`config.mk`:
```
export PLATFORM = sky130hd
export DESIGN_NAME = multicycle_main_control_flat
export DESIGN_NICKNAME = d
export VERILOG_FILES = /design/src/rtl/mips_ctrl_pkg.sv /design/src/rtl/multicycle_main_control_if.sv /design/src/rtl/mc_ctrl_decode.sv /design/src/rtl/multicycle_main_control.sv /design/src/flat_wrapper.sv
export SDC_FILE = /design/constraint.sdc
export NUM_CORES = 1
export LEC_CHECK = 0
export CAP_MARGIN = 5
export CELL_PAD_IN_SITES_DETAIL_PLACEMENT = 0
export CELL_PAD_IN_SITES_GLOBAL_PLACEMENT = 2
export CORE_ASPECT_RATIO = 0.9
export CORE_MARGIN = 2
export CORE_UTILIZATION = 30
export DETAILED_ROUTE_END_ITERATION = 8
export DONT_BUFFER_PORTS = 1
export PLACE_DENSITY_LB_ADDON = 0.1
export SETUP_SLACK_MARGIN = 0.1
export SLEW_MARGIN = 20
export SYNTH_ARGS = -nofsm -noshare
export SYNTH_HDL_FRONTEND = slang
export SYNTH_HIERARCHICAL = 1
export SYNTH_SLANG_ARGS = --single-unit
```
`constraint.sdc`:
```
create_clock -name clk -period 2.4 [get_ports clk]
set_clock_uncertainty 0.2 [all_clocks]
set_input_delay 0.48 -clock clk [delete_from_list [all_inputs] [get_ports clk]]
set_output_delay 0.48 -clock clk [all_outputs]
set_load 0.01 [all_outputs]
```
`src/rtl/mips_ctrl_pkg.sv`:
```
// rtl/mips_ctrl_pkg.sv - shared encodings for the multicycle MIPS main control FSM
package mips_ctrl_pkg;

   // FSM state codes; the numeric values are visible on the debug state port
   typedef enum logic [3:0] {
      FETCH   = 4'd0,
      DECODE  = 4'd1,
      MEMADR  = 4'd2,
      MEMRD   = 4'd3,
      MEMWB   = 4'd4,
      MEMWR   = 4'd5,
      EXECUTE = 4'd6,
      ALUWB   = 4'd7,
      BRANCH  = 4'd8,
      ADDIEX  = 4'd9,
      ADDIWB  = 4'd10,
      JUMP    = 4'd11
   } state_t;

   // Numeric state codes for code that works on plain vectors
   localparam logic [3:0] ST_FETCH   = 4'd0;
   localparam logic [3:0] ST_DECODE  = 4'd1;
   localparam logic [3:0] ST_MEMADR  = 4'd2;
   localparam logic [3:0] ST_MEMRD   = 4'd3;
   localparam logic [3:0] ST_MEMWB   = 4'd4;
   localparam logic [3:0] ST_MEMWR   = 4'd5;
   localparam logic [3:0] ST_EXECUTE = 4'd6;
   localparam logic [3:0] ST_ALUWB   = 4'd7;
   localparam logic [3:0] ST_BRANCH  = 4'd8;
   localparam logic [3:0] ST_ADDIEX  = 4'd9;
   localparam logic [3:0] ST_ADDIWB  = 4'd10;
   localparam logic [3:0] ST_JUMP    = 4'd11;

   // instr[31:26] values of the supported instructions
   localparam logic [5:0] OP_RTYPE = 6'b000000;
   localparam logic [5:0] OP_LW    = 6'b100011;
   localparam logic [5:0] OP_SW    = 6'b101011;
   localparam logic [5:0] OP_BEQ   = 6'b000100;
   localparam logic [5:0] OP_ADDI  = 6'b001000;
   localparam logic [5:0] OP_J     = 6'b000010;

   // alu_op as understood by the downstream ALU control decoder
   localparam logic [1:0] ALUOP_ADD   = 2'b00;
   localparam logic [1:0] ALUOP_SUB   = 2'b01;
   localparam logic [1:0] ALUOP_FUNCT = 2'b10;

   // PC source mux
   localparam logic [1:0] PCSRC_ALU    = 2'b00;
   localparam logic [1:0] PCSRC_ALUOUT = 2'b01;
   localparam logic [1:0] PCSRC_JUMP   = 2'b10;

   // ALU B operand mux
   localparam logic [1:0] SRCB_REG     = 2'b00;
   localparam logic [1:0] SRCB_FOUR    = 2'b01;
   localparam logic [1:0] SRCB_IMM     = 2'b10;
   localparam logic [1:0] SRCB_IMM_SH2 = 2'b11;

   // Full control word produced by the state decoder. pc_write and branch
   // stay internal; the top folds them into the single pc_en.
   typedef struct packed {
      logic       iord;
      logic       mem_write;
      logic       ir_write;
      logic       pc_write;
      logic       branch;
      logic [1:0] pc_src;
      logic       alu_src_a;
      logic [1:0] alu_src_b;
      logic [1:0] alu_op;
      logic       reg_write;
      logic       reg_dst;
      logic       mem_to_reg;
   } ctrl_word_t;

   localparam ctrl_word_t CTRL_IDLE = '0;

endpackage

```
`src/rtl/multicycle_main_control_if.sv`:
```
// rtl/multicycle_main_control_if.sv - controller <-> datapath bundle (mem_ready only with MC_MEM_WAIT_EN)
interface multicycle_main_control_if;
   // datapath status into the controller
   logic [5:0] opcode;
   logic       zero;
`ifdef MC_MEM_WAIT_EN
   logic       mem_ready;
`endif
   // controls out to the datapath
   logic       iord;
   logic       mem_write;
   logic       ir_write;
   logic       pc_en;
   logic [1:0] pc_src;
   logic       alu_src_a;
   logic [1:0] alu_src_b;
   logic [1:0] alu_op;
   logic       reg_write;
   logic       reg_dst;
   logic       mem_to_reg;
   logic       illegal_op;

`ifdef MC_MEM_WAIT_EN
   modport master (
      input  opcode, zero, mem_ready,
      output iord, mem_write, ir_write, pc_en, pc_src, alu_src_a, alu_src_b,
             alu_op, reg_write, reg_dst, mem_to_reg, illegal_op
   );
   modport slave (
      output opcode, zero, mem_ready,
      input  iord, mem_write, ir_write, pc_en, pc_src, alu_src_a, alu_src_b,
             alu_op, reg_write, reg_dst, mem_to_reg, illegal_op
   );
`else
   modport master (
      input  opcode, zero,
      output iord, mem_write, ir_write, pc_en, pc_src, alu_src_a, alu_src_b,
             alu_op, reg_write, reg_dst, mem_to_reg, illegal_op
   );
   modport slave (
      output opcode, zero,
      input  iord, mem_write, ir_write, pc_en, pc_src, alu_src_a, alu_src_b,
             alu_op, reg_write, reg_dst, mem_to_reg, illegal_op
   );
`endif
endinterface

```
`src/rtl/mc_ctrl_decode.sv`:
```
// rtl/mc_ctrl_decode.sv - combinational state to control word decoder
module mc_ctrl_decode
   import mips_ctrl_pkg::*;
(
   input  state_t     state,
   input  logic       mem_ready,
   output ctrl_word_t cw
);

   // Moore decode: every field defaults to 0, each state raises only its own controls
   always_comb begin
      cw = CTRL_IDLE;
      case (state)
         FETCH: begin
            cw.iord      = 1'b0;
            cw.alu_src_a = 1'b0;
            cw.alu_src_b = SRCB_FOUR;
            cw.alu_op    = ALUOP_ADD;
            cw.pc_src    = PCSRC_ALU;
            // IR load and PC+4 only happen on the cycle memory returns data,
            // so a stalled fetch advances the PC exactly once
            cw.ir_write  = mem_ready;
            cw.pc_write  = mem_ready;
         end
         DECODE: begin
            // speculative branch target PC + (imm << 2) into ALUOut
            cw.alu_src_a = 1'b0;
            cw.alu_src_b = SRCB_IMM_SH2;
            cw.alu_op    = ALUOP_ADD;
         end
         MEMADR: begin
            cw.alu_src_a = 1'b1;
            cw.alu_src_b = SRCB_IMM;
            cw.alu_op    = ALUOP_ADD;
         end
         MEMRD: begin
            cw.iord = 1'b1;
         end
         MEMWB: begin
            cw.reg_dst    = 1'b0;
            cw.mem_to_reg = 1'b1;
            cw.reg_write  = 1'b1;
         end
         MEMWR: begin
            // held through any wait so the store address and strobe stay valid
            cw.iord      = 1'b1;
            cw.mem_write = 1'b1;
         end
         EXECUTE: begin
            cw.alu_src_a = 1'b1;
            cw.alu_src_b = SRCB_REG;
            cw.alu_op    = ALUOP_FUNCT;
         end
         ALUWB: begin
            cw.reg_dst    = 1'b1;
            cw.mem_to_reg = 1'b0;
            cw.reg_write  = 1'b1;
         end
         BRANCH: begin
            cw.alu_src_a = 1'b1;
            cw.alu_src_b = SRCB_REG;
            cw.alu_op    = ALUOP_SUB;
            cw.pc_src    = PCSRC_ALUOUT;
            cw.branch    = 1'b1;
         end
         ADDIEX: begin
            cw.alu_src_a = 1'b1;
            cw.alu_src_b = SRCB_IMM;
            cw.alu_op    = ALUOP_ADD;
         end
         ADDIWB: begin
            cw.reg_dst    = 1'b0;
            cw.mem_to_reg = 1'b0;
            cw.reg_write  = 1'b1;
         end
         JUMP: begin
            cw.pc_src   = PCSRC_JUMP;
            cw.pc_write = 1'b1;
         end
         default: cw = CTRL_IDLE;
      endcase
   end

endmodule

```
`src/rtl/multicycle_main_control.sv`:
```
// rtl/multicycle_main_control.sv - multicycle MIPS main control FSM (optional memory wait: MC_MEM_WAIT_EN)
module multicycle_main_control
   import mips_ctrl_pkg::*;
#(
   parameter int STATE_W = 4
)
(
   input  logic                        clk,
   input  logic                        rst_n,
   multicycle_main_control_if.master   bus,
   output logic [STATE_W-1:0]          state
);

   state_t     state_q;
   logic       illegal_q;
   logic       mem_ready;
   ctrl_word_t cw;
   ctrl_word_t cw_out;

`ifdef MC_MEM_WAIT_EN
   assign mem_ready = bus.mem_ready;
`else
   // without the wait handshake memory always completes in one cycle
   assign mem_ready = 1'b1;
`endif

   // State register, next-state selection and sticky illegal-opcode flag
   always_ff @(posedge clk or negedge rst_n) begin
      if (!rst_n) begin
         state_q   <= FETCH;
         illegal_q <= 1'b0;
      end else begin
         case (state_q)
            FETCH: begin
               if (mem_ready)
                  state_q <= DECODE;
            end
            DECODE: begin
               case (bus.opcode)
                  OP_LW, OP_SW: state_q <= MEMADR;
                  OP_RTYPE:     state_q <= EXECUTE;
                  OP_BEQ:       state_q <= BRANCH;
                  OP_ADDI:      state_q <= ADDIEX;
                  OP_J:         state_q <= JUMP;
                  default: begin
                     // drop the instruction and flag it until the next reset
                     state_q   <= FETCH;
                     illegal_q <= 1'b1;
                  end
               endcase
            end
            MEMADR: begin
               // only lw and sw reach here, so anything but sw is a load
               if (bus.opcode == OP_SW)
                  state_q <= MEMWR;
               else
                  state_q <= MEMRD;
            end
            MEMRD: begin
               if (mem_ready)
                  state_q <= MEMWB;
            end
            MEMWR: begin
               if (mem_ready)
                  state_q <= FETCH;
            end
            EXECUTE: state_q <= ALUWB;
            ADDIEX:  state_q <= ADDIWB;
            MEMWB, ALUWB, ADDIWB, BRANCH, JUMP: state_q <= FETCH;
            default: state_q <= FETCH;
         endcase
      end
   end

   mc_ctrl_decode u_decode (
      .state     (state_q),
      .mem_ready (mem_ready),
      .cw        (cw)
   );

   // Reset gates every control directly so an instruction aborted by
   // reset cannot issue a write while rst_n is low
   always_comb begin
      cw_out = CTRL_IDLE;
      if (rst_n)
         cw_out = cw;
   end

   assign bus.iord       = cw_out.iord;
   assign bus.mem_write  = cw_out.mem_write;
   assign bus.ir_write   = cw_out.ir_write;
   assign bus.pc_en      = cw_out.pc_write | (cw_out.branch & bus.zero);
   assign bus.pc_src     = cw_out.pc_src;
   assign bus.alu_src_a  = cw_out.alu_src_a;
   assign bus.alu_src_b  = cw_out.alu_src_b;
   assign bus.alu_op     = cw_out.alu_op;
   assign bus.reg_write  = cw_out.reg_write;
   assign bus.reg_dst    = cw_out.reg_dst;
   assign bus.mem_to_reg = cw_out.mem_to_reg;
   assign bus.illegal_op = illegal_q;

   assign state = STATE_W'(state_q);

endmodule

```
`src/flat_wrapper.sv`:
```
// flat-port wrapper written by rule: the top's interface ports become plain ports
module multicycle_main_control_flat import mips_ctrl_pkg::*;
#(
   parameter int STATE_W = 4
)
  (clk, rst_n, state, bus_opcode, bus_zero, bus_iord, bus_mem_write, bus_ir_write, bus_pc_en, bus_pc_src, bus_alu_src_a, bus_alu_src_b, bus_alu_op, bus_reg_write, bus_reg_dst, bus_mem_to_reg, bus_illegal_op);
  multicycle_main_control_if bus_i ();
  input  logic clk;
  input  logic rst_n;
  output logic [STATE_W-1:0] state;
  input wire logic [$bits(bus_i.opcode)-1:0] bus_opcode;
  input wire logic [$bits(bus_i.zero)-1:0] bus_zero;
  output wire logic [$bits(bus_i.iord)-1:0] bus_iord;
  output wire logic [$bits(bus_i.mem_write)-1:0] bus_mem_write;
  output wire logic [$bits(bus_i.ir_write)-1:0] bus_ir_write;
  output wire logic [$bits(bus_i.pc_en)-1:0] bus_pc_en;
  output wire logic [$bits(bus_i.pc_src)-1:0] bus_pc_src;
  output wire logic [$bits(bus_i.alu_src_a)-1:0] bus_alu_src_a;
  output wire logic [$bits(bus_i.alu_src_b)-1:0] bus_alu_src_b;
  output wire logic [$bits(bus_i.alu_op)-1:0] bus_alu_op;
  output wire logic [$bits(bus_i.reg_write)-1:0] bus_reg_write;
  output wire logic [$bits(bus_i.reg_dst)-1:0] bus_reg_dst;
  output wire logic [$bits(bus_i.mem_to_reg)-1:0] bus_mem_to_reg;
  output wire logic [$bits(bus_i.illegal_op)-1:0] bus_illegal_op;
  assign bus_i.opcode = bus_opcode;
  assign bus_i.zero = bus_zero;
  assign bus_iord = bus_i.iord;
  assign bus_mem_write = bus_i.mem_write;
  assign bus_ir_write = bus_i.ir_write;
  assign bus_pc_en = bus_i.pc_en;
  assign bus_pc_src = bus_i.pc_src;
  assign bus_alu_src_a = bus_i.alu_src_a;
  assign bus_alu_src_b = bus_i.alu_src_b;
  assign bus_alu_op = bus_i.alu_op;
  assign bus_reg_write = bus_i.reg_write;
  assign bus_reg_dst = bus_i.reg_dst;
  assign bus_mem_to_reg = bus_i.mem_to_reg;
  assign bus_illegal_op = bus_i.illegal_op;
  multicycle_main_control #(.STATE_W(STATE_W)) u_core (.clk(clk), .rst_n(rst_n), .bus(bus_i), .state(state));
endmodule
```
==> impl_metrics.json <==
{
  "end_kind": "output port",
  "synth.area.mux_share": 0,
  "worstPathCellList": "or4b_4, a21oi_2, a21oi_2, nor2b_2",
  "initial_core_util": 0.329,
  "vias": 588,
  "wl_per_cell_um": 13.3,
  "core_region_area_um2": 1730,
  "fin_crit_sh": 0.935,
  "areaGrowthSynthToFinish_pct": 20.6,
  "dp_hpwl_um": 1070,
  "path_buf_inv": 0,
  "pwr_density_cell_nw_per_um2": 851,
  "grt_max_degree": 16,
  "max_freq_ghz": 0.446,
  "period_needed_ps": 2240,
  "avgSynthCellArea_um2": 7.31,
  "yosysWarnings": 6,
  "globalplace.congestion": 0.727,
  "synth.top_cell.area_share": 0.219,
  "maxCapViolations": 0,
  "die_area_um2": 2270,
  "final_nets": 97,
  "crit_family": "simple AND/OR/NAND/NOR gates",
  "drtPass1Iterations": 4,
  "cts_made_buffers": 3,
  "dp.cells": 105,
  "hp-class": "in -> reg",
  "ys_top_cells_by_area": "dfrtp_1 22%, and2_1 15%, nor2_1 6.6%, nor3_1 5.3%, nand2b_1 4.4%",
  "drc_errors": 0,
  "synth_compound_area_frac": 0.180,
  "drive_above_1_share": 0.218,
  "diodes": 0,
  "critical_path_class": "reg -> out",
  "grt_pass1_vias": 503,
  "setup_viol": 0,
  "crit_arrival_ps": 1560,
  "irDropWorstVdd_mv": 0.322,
  "synth_top_family_by_area": "simple AND/OR/NAND/NOR gates",
  "layout.cells.non_filler": 111,
  "tritoncts": "done",
  "cpMaxStageDelayCell": "or4b_4",
  "grt_use_total": 0.141,
  "leakage_uw": 0.000252,
  "worstPathMaxFanout": 7,
  "insertion_delay_ps": 240,
  "clk_pin_slew_ps": 40,
  "slew_violations": 0,
  "drtIter0Drc": 5,
  "overflow": 0,
  "hold_viol": 0,
  "yosysSeqAreaShare": 0.219,
  "critPathMaxStageDelay_ps": 520,
  "rsz0062_at_grt": "yes",
  "h-tree-depth": 1,
  "num_rows": 14,
  "yosys.area.top_type": "dfrtp_1",
  "dieHeight_um": 45.4,
  "wl_um": 1480,
  "startpoint_type": "flip-flop",
  "synth_cell_type_count": 33,
  "synthAdderAreaFrac": 0,
  "io_buffers": 0,
  "synth_simple_gate_area_share": 0.491,
  "routed_via_density": 5.30,
  "outcome": "completed",
  "crit_top_cell": "a21oi_2",
  "syn_inst": 78,
  "ios": 28,
  "grt_pass1_wl_um": 2370,
  "clk_path_buf_depth": 2,
  "ys_ff_latch": 5,
  "antenna_found_initial": 0,
  "synth-xor-area-share": 0.0614,
  "required_ps": 1720,
  "cts-root-buf": "clkbuf_4",
  "drtAntennaViolNets": 0,
  "finalSetupTns_ps": 0,
  "die_w_um": 50.0,
  "syn_area_um2": 571,
  "cts_sinks": 5
}
==> Yosys cell counts (all sizes together) <==
cell      n
and2     14
nor2     10
nor3      6
dfrtp     5
nand2b    4
o21ai     4
a21oi     3
a31oi     2
buf       2
clkbuf    2
nand2     2
nand3     2
nor3b     2
nor4      2
xnor2     2
xor2      2
a2111oi   1
a221oi    1
a41o      1
and3      1
conb      1
inv       1
nand4     1
nor2b     1
o211ai    1
o21a      1
o22ai     1
or2b      1
or3b      1
or4b      1
==> cells in the final DEF, fill, tap and decap left out <==
master and instances:
a221oi_1 1, a2111oi_2 1, buf_4 7, or2b_1 1
clkbuf_4 3, or3b_2 1, a31oi_1 2, dlygate4sd3_1 1
nor2_1 10, o22ai_1 1, nand4_1 1, and2_1 14
o21ai_1 1, inv_1 1, nor3b_1 2, conb_1 2
a21oi_2 2, o21ai_0 3, or4b_4 1, xor2_1 2
o211ai_1 1, nand3_1 1, nor2b_2 1, nand2_1 2
and3_4 1, clkbuf_1 1, nand2b_1 4, xnor2_1 2
o21a_1 1, nand3_2 1, nor4_1 2, dfrtp_2 1
a41o_1 1, nor3_1 6, dfrtp_1 4, a21oi_1 1
==> layer usage <==
metal  vias to the layer above  GRT usage  part of all wire
met5                         -          0                 0
met4                         0     0.0667                 0
met3                         0     0.0592              0.10
met2                        29      0.208              0.45
met1                       268      0.179              0.45
li1                        291          -                 -
==> layout make-up <==
class / instances / area (um^2)
clock buffers: 4 / 26.3
fillers: 189 / 1050
inverters: 1 / 3.75
flip-flops and latches: 5 / 126
well taps: 24 / 30.0
multi-input cells: 69 / 439
repair buffers: 8 / 62.6
==> what timing repair did <==
action                     4_1_cts  5_1_grt
resized for setup                0        5
hold endpoints to repair         5        0
setup endpoints to repair        0        1
buffers inserted                 0        1
hold buffers                     1        0
==> state kept, by name, summed over array words and instances, names as in the netlist <==
register	count
u_core/state	4
u_core/bus.illegal_op	1
==> cells by family (layout without fill, tap and decap cells) <==
group | count (synthesis) | after routing
AOI/OAI and AO/OA | 15 | 15
xor gates and xnor gates | 4 | 4
buffers and inverters | 5 | 13
DFF | 5 | 5
other | 1 | 2
and+or+nand+nor | 48 | 48
==> tightest hold or removal path: cells and delay by family <==
family,cells,cell delay (ps)
AO/OA/AOI/OAI,1,70
AND/OR/NAND/NOR,2,100
==> power breakdown <==
group,leakage (uW),internal [uW],switching [uW]
clock network,0.0000150,62.7,32.8
logic,0.000177,152,208
registers,0.0000601,106,24.7
==> worst paths after layout <==
path / from / end / slack, ps / cells after the start
worst max-delay path: u_core/state[3] / bus_pc_en / 160 / 4
worst max register to register: u_core/state[0] / u_core/state[2] / 950 / 3
worst min-delay path: bus_opcode[5] / u_core/state[0] / 260 / 3
min in group asynchronous: rst_n / u_core/state[1] / 340 / 1
worst min register to register: u_core/bus.illegal_op / u_core/bus.illegal_op / 340 / 1
max in group asynchronous: rst_n / u_core/state[3] / 1440 / 1
==> stage by stage <==
stage / worst slack, ps / utilization / power, uW / hold slack [ps] / instance area (um^2)
6_report: 157 / 0.397 / 586 / 259 / 688
5_1_grt: 81.7 / 0.397 / 641 / 271 / 688
4_1_cts: 106 / 0.384 / 572 / 250 / 666
3_5_place_dp: 366 / 0.363 / 471 / -15.2 / 629
3_3_place_gp: 374 / 0.363 / 470 / -15.2 / 629
2_1_floorplan: 322 / - / 383 / -15.6 / 574
(Power assumes the default switching activity.)
